### config.mk
export PLATFORM = sky130hd
export DESIGN_NAME = argmax_layer
export DESIGN_NICKNAME = d
export VERILOG_FILES = /design/src/rtl/argmax_layer.sv
export SDC_FILE = /design/constraint.sdc
export NUM_CORES = 1
export LEC_CHECK = 0
export BUFFER_PORTS_ARGS = -buffer_cell sky130_fd_sc_hd__buf_2
export CAP_MARGIN = 20
export CORE_MARGIN = 4
export CORE_UTILIZATION = 35
export DETAILED_ROUTE_END_ITERATION = 8
export PLACE_DENSITY_LB_ADDON = 0.12
export SLEW_MARGIN = 10
export SYNTH_ARGS = -nofsm -noshare
export SYNTH_HDL_FRONTEND = slang
export SYNTH_SLANG_ARGS = --single-unit
### constraint.sdc
create_clock -name clk -period 3 [get_ports clk]
set_input_delay 0.3 -clock clk [delete_from_list [all_inputs] [get_ports clk]]
set_output_delay 0.3 -clock clk [all_outputs]
set_load 0.005 [all_outputs]
### src/rtl/argmax_layer.sv
// argmax_layer: streams signed class scores per frame and reports the index and
// value of the largest one, with a frame-length error flag and a frame counter.
module argmax_layer #(
  parameter int DW          = 16,
  parameter int NUM_CLASS   = 10,
  parameter int IDX_W       = 4,
  parameter int FRAME_CNT_W = 16
) (
  input  logic                   clk,
  input  logic                   rst,
  input  logic signed [DW-1:0]   blob_din,
  input  logic                   blob_din_en,
  input  logic                   blob_din_eop,
  output logic                   blob_din_rdy,
  output logic [IDX_W-1:0]       class_idx,
  output logic signed [DW-1:0]   class_score,
  output logic                   class_valid,
  output logic                   class_err,
  input  logic                   class_ack,
  output logic [FRAME_CNT_W-1:0] frame_cnt
);

  // Word counter is one bit wider than the index so it can hold NUM_CLASS.
  localparam int unsigned CNT_W = IDX_W + 1;

  typedef enum logic [1:0] {
    S_IDLE = 2'd0,
    S_ACC  = 2'd1,
    S_HOLD = 2'd2
  } state_t;

  state_t                 r_state, w_state_nxt;
  logic signed [DW-1:0]   r_max, w_max_nxt;
  logic [IDX_W-1:0]       r_idx, w_idx_nxt;
  logic [CNT_W-1:0]       r_cnt, w_cnt_nxt;
  logic                   r_err, w_err_nxt;
  logic                   r_rdy, w_rdy_nxt;
  logic                   r_valid, w_valid_nxt;
  logic [IDX_W-1:0]       r_res_idx, w_res_idx_nxt;
  logic signed [DW-1:0]   r_res_score, w_res_score_nxt;
  logic                   r_res_err, w_res_err_nxt;
  logic [FRAME_CNT_W-1:0] r_fcnt, w_fcnt_nxt;
  logic                   w_accept;
  logic                   w_done;

  assign blob_din_rdy = r_rdy;
  assign class_valid  = r_valid;
  assign class_idx    = r_res_idx;
  assign class_score  = r_res_score;
  assign class_err    = r_res_err;
  assign frame_cnt    = r_fcnt;

  // State register.
  always_ff @(posedge clk) begin
    if (rst) begin
      r_state <= S_IDLE;
    end else begin
      r_state <= w_state_nxt;
    end
  end

  // Next-state, running argmax and result capture.
  always_comb begin
    w_state_nxt     = r_state;
    w_max_nxt       = r_max;
    w_idx_nxt       = r_idx;
    w_cnt_nxt       = r_cnt;
    w_err_nxt       = r_err;
    w_rdy_nxt       = r_rdy;
    w_valid_nxt     = r_valid;
    w_res_idx_nxt   = r_res_idx;
    w_res_score_nxt = r_res_score;
    w_res_err_nxt   = r_res_err;
    w_fcnt_nxt      = r_fcnt;
    w_done          = 1'b0;
    w_accept        = blob_din_en && r_rdy;

    case (r_state)
      S_IDLE: begin
        if (w_accept) begin
          w_max_nxt = blob_din;
          w_idx_nxt = '0;
          w_cnt_nxt = CNT_W'(1);
          w_err_nxt = 1'b0;
          if (blob_din_eop) begin
            w_done = 1'b1;
          end else begin
            w_state_nxt = S_ACC;
          end
        end
      end
      S_ACC: begin
        if (w_accept) begin
          if (r_cnt < CNT_W'(NUM_CLASS)) begin
            w_cnt_nxt = r_cnt + CNT_W'(1);
            // Strictly greater keeps the lowest index on ties.
            if (blob_din > r_max) begin
              w_max_nxt = blob_din;
              w_idx_nxt = IDX_W'(r_cnt);
            end
          end else begin
            // Surplus words are not compared; count stays saturated.
            w_err_nxt = 1'b1;
          end
          w_done = blob_din_eop;
        end
      end
      S_HOLD: begin
        if (class_ack) begin
          w_state_nxt = S_IDLE;
          w_valid_nxt = 1'b0;
          w_rdy_nxt   = 1'b1;
        end
      end
      default: begin
        w_state_nxt = S_IDLE;
        w_rdy_nxt   = 1'b1;
        w_valid_nxt = 1'b0;
      end
    endcase

    // End of frame: publish the result and block upstream until acknowledged.
    if (w_done) begin
      w_state_nxt     = S_HOLD;
      w_rdy_nxt       = 1'b0;
      w_valid_nxt     = 1'b1;
      w_res_idx_nxt   = w_idx_nxt;
      w_res_score_nxt = w_max_nxt;
      w_res_err_nxt   = w_err_nxt || (w_cnt_nxt != CNT_W'(NUM_CLASS));
      w_fcnt_nxt      = r_fcnt + FRAME_CNT_W'(1);
    end
  end

  // Datapath and output registers.
  always_ff @(posedge clk) begin
    if (rst) begin
      r_max       <= '0;
      r_idx       <= '0;
      r_cnt       <= '0;
      r_err       <= 1'b0;
      r_rdy       <= 1'b1;
      r_valid     <= 1'b0;
      r_res_idx   <= '0;
      r_res_score <= '0;
      r_res_err   <= 1'b0;
      r_fcnt      <= '0;
    end else begin
      r_max       <= w_max_nxt;
      r_idx       <= w_idx_nxt;
      r_cnt       <= w_cnt_nxt;
      r_err       <= w_err_nxt;
      r_rdy       <= w_rdy_nxt;
      r_valid     <= w_valid_nxt;
      r_res_idx   <= w_res_idx_nxt;
      r_res_score <= w_res_score_nxt;
      r_res_err   <= w_res_err_nxt;
      r_fcnt      <= w_fcnt_nxt;
    end
  end

endmodule
==> results.md <==
CTS:
- The H-tree was split into 3 levels.
- The tree is rooted in a sky130_fd_sc_hd__clkbuf_8.
- The maximum count of clock buffers along a single path is 2.
- In this run, post-CTS repair resized a total of 0 instances.
- The clock sink count is 67.
- The clock transition at the register clock pins on the worst setup and hold paths after CTS is 80 ps.
- TritonCTS built the clock tree.
- The insertion delay to the later sink of the worst-skew pair is approximately 340 ps.
- The number of buffers inserted during clock tree synthesis is 9.
- After clock tree synthesis, the flow added hold-fix buffers numbering 0.
- Buffers added to address setup during post-CTS repair amount to 0.

Timing:
- Setup violations remaining at the end of the flow were counted as 0.
- The relative slew slack is approximately two fifths.
- Setup repair after global routing left no endpoint under its margin.
- Hold timing on the final database bottoms out at a slack of between 200 and 250 ps.
- The number of pins exceeding their max-slew limit in the final report came to 0.
- The final number of hold-violating endpoints is 0.
- In the final timing run, aggregate negative setup slack is 0 ps.
- The routed design could run at a clock period as short as 2470 ps.
- The worst clock skew on the final layout is 12.0 ps.
- Derived from the worst setup path, the maximum achievable clock frequency is 405 MHz.
- The share of the clock period used by the worst path after layout is between 80 and 90%.
- At the pin with the least slew margin, the transition time is 874 ps.
- The smallest setup slack after layout is 533 ps.

Floorplanning:
- The die covers 10,400 um^2.
- The initial core utilization is 35.8%.
- In this run the count of I/O pins placed on the die edge is 60.
- From left edge to right edge, the die measures around 100 um.
- The floorplan row count is 34.
- The die outline height is 102 um.
- The core area is just under 9000 um^2.

GRT:
- Entering global routing, the biggest net connects a little under 50 pins.
- The total congestion overflow after global routing is 0.
- The number of antenna violations at the first check in global routing is 0.
- The number of global-route vias before repair was between 2,000 and 2,500.
- The global router's overall resource usage is 13.5%.
- The first global-routing pass estimated 11,300 um of wire.

Routing:
- The wire length per cell is 12.8 um.
- The first TritonRoute pass finished after 4 iterations.
- The detailed-route vias per instance is ~4.9.
- The number of antenna-violating nets in the routed design is 0.
- The detailed-route DRC error count is 0.
- Summing over every cut layer, the via total after detailed routing is 2,543.
- The overall routed net length is 6630 um.
- The first-iteration detailed-routing DRC count is 65.

Synth:
- The cell area that synthesis handed to floorplanning was just over 3000 um^2.
- The proportion of synthesized chip area in sequential cells is 43.2%.
- For this run, the number of Yosys warnings is 0.
- The biggest area contributor in the post-synthesis netlist is sky130_fd_sc_hd__dfxtp_1.
- The most used flip-flop cell after synthesis is sky130_fd_sc_hd__dfxtp_1.
- In this run, synthesis produced a sequential element count of 67.
- Each instance of the synthesized netlist takes up on average 9.00 um^2.
- Counting distinct cell types in the post-synthesis netlist gives 47.
- Sorting the synthesized cells by area gives the leading types as sky130_fd_sc_hd__dfxtp_1, sky130_fd_sc_hd__nor2_1, sky130_fd_sc_hd__ha_1, sky130_fd_sc_hd__mux2i_1, sky130_fd_sc_hd__a211oi_1.
- The number of standard cells after synthesis is 345.
- The async set-or-reset flop fraction in the synthesized netlist is 0%.
- Summed over its instances, the top area cell type makes up 43.2% of the synthesized netlist area.
- The number of enable-type register cells in the synthesized netlist is 0.
- The net count of the mapped netlist is ~380.

Layout:
- In the final layout, the share of cells above drive strength 1 is ~22%.
- Relative to the synthesized area, the layout overhead comes to 20.3%.
- The leading cell type in the layout, fill and taps excluded is sky130_fd_sc_hd__dfxtp_1.
- Summing all multi-input logic gate instances after layout gives 1620 um^2.
- Leaving out fill and tap cells, the most frequent cells in the layout are sky130_fd_sc_hd__dfxtp_1, sky130_fd_sc_hd__nor2_1, sky130_fd_sc_hd__buf_2, sky130_fd_sc_hd__a211oi_1, sky130_fd_sc_hd__inv_1.
- The count of inserted antenna diode cells is 0.
- The number of fill cells in the layout is 903.
- The net count of the finished layout is 443.
- Summing all flip-flop and latch instances after layout gives 1340 um^2.

Pwr:
- Dividing total power by cell area gives a power density of 583 nW/um^2.
- The worst ir drop on vdd is 0.317 mV.
- The leakage power figure is 1.57 nW.

Worst setup path:
- In this run the worst setup path begins at r_max[11].
- The worst setup path endpoint is class_score[0].
- The worst register-to-register path begins at r_max[11].
- STA classifies the critical path endpoint as a flop.
- Data arrives at the worst endpoint at 2720 ps.
- The path depth of the worst reg2reg path is 9.
- The worst path required time is 3250 ps.
- The critical-path maximum fanout is 16.
- The worst setup path is of the reg2reg kind.
- STA classifies the critical path startpoint as a flop.
- The register-to-register path setup slack is between 500 and 600 ps.
- The end of the worst register-to-register path is class_score[0].

Job:
- The tool flagged a number of max-cap violations equal to 0.

Place:
- The HPWL after detailed placement is 4930 um.
- The congestion estimate from routability-driven global placement came to 0.781.
- In this run the tool buffered the top-level ports with 59 buffer cells.
- Timing analysis after detailed placement gives a worst setup slack of 427 ps.

Worst hold path:
- The path class of the lowest-slack min-delay path is in2reg.

Status:
- The flow ran to the end, and the final reports show no timing, DRC or antenna violations.
==> metrics by stage <==
stage / cell area, um^2 / power [mW] / util, % / instances
2_1_floorplan: 3110 / 1.19 / - / 345
3_3_place_gp: 3490 / 1.27 / 40.2 / 501
3_5_place_dp: 3490 / 1.27 / 40.2 / 501
4_1_cts: 3730 / 2.21 / 43.0 / 517
5_1_grt: 3730 / 2.30 / 43.0 / 517
6_report: 3730 / 2.18 / 43.0 / 517
==> report_power, final <==
group          internal (mW)  switching, mW  total (mW)  leakage [nW]
clock network          0.559          0.370       0.929         0.124
logic                  0.121          0.164       0.286         0.898
registers              0.935         0.0269       0.961         0.546
==> cell families (layout without fill, tap and decap cells) <==
family	Yosys count	count (layout)	share of synthesized area [%]
multiplexers	16	16	5.16
buffers and inverters	33	97	4.63
flip-flops	67	67	43.2
AND/OR/NAND/NOR	136	136	22.0
XOR/XNOR	14	14	3.95
adder cells (fa/ha/maj)	18	18	7.25
AO/OA/AOI/OAI	61	61	13.8
==> critical path: stages (launching register included) <==
cell                       delay, ps
sky130_fd_sc_hd__dfxtp_1         340
sky130_fd_sc_hd__inv_1            50
sky130_fd_sc_hd__ha_1            300
sky130_fd_sc_hd__nand4_1         180
sky130_fd_sc_hd__nor4_2          490
sky130_fd_sc_hd__nor3_2          100
sky130_fd_sc_hd__o31ai_4         100
sky130_fd_sc_hd__nand3_4         330
sky130_fd_sc_hd__mux2i_1         220
sky130_fd_sc_hd__a211oi_1        270
==> final cells by class <==
class	instances	area share, %
Multi-Input combinational cell	245	43.4
Sequential cell	67	35.9
Timing Repair Buffer	62	8.51
Tap cell	108	3.62
Clock inverter	7	3.35
Clock buffer	9	3.32
Inverter	19	1.91
==> synth_stat cells (all sizes together) (6+ instances only) <==
cell type / number
inv: 19
xor2: 12
nand2: 18
nand3: 10
a21oi: 17
o21ai: 6
nor3: 10
dfxtp: 67
ha: 18
mux2i: 16
a211oi: 20
nor2: 65
clkbuf: 12
nand4: 12
==> state kept, by name (all words and copies together), names as in the netlist <==
name	cells
class_err	1
frame_cnt	16
r_err	1
class_idx	4
r_max	16
class_score	16
blob_din_rdy	1
r_idx	4
class_valid	1
r_state	2
r_cnt	5
==> layer usage <==
layer	vias to the layer above	track usage [%]	part of all wire, %
met1	1156	18.6	49
met4	0	5.25	1.6
met2	45	20.2	45
li1	1332	-	-
met3	10	3.55	4.6
met5	-	0	0
==> worst min-delay path by stage <==
stage	startpoint	to	slack (ps)	cells past startpoint
CTS	class_ack	r_state[1]	220	4
finish	class_ack	r_state[1]	230	4
global route	class_ack	r_state[1]	230	4
detailed placement	class_idx[2]	class_idx[2]	450	2
global placement	class_idx[2]	class_idx[2]	450	2
floorplan	r_idx[2]	r_idx[2]	440	2
Power figures use the tool's default switching activity.
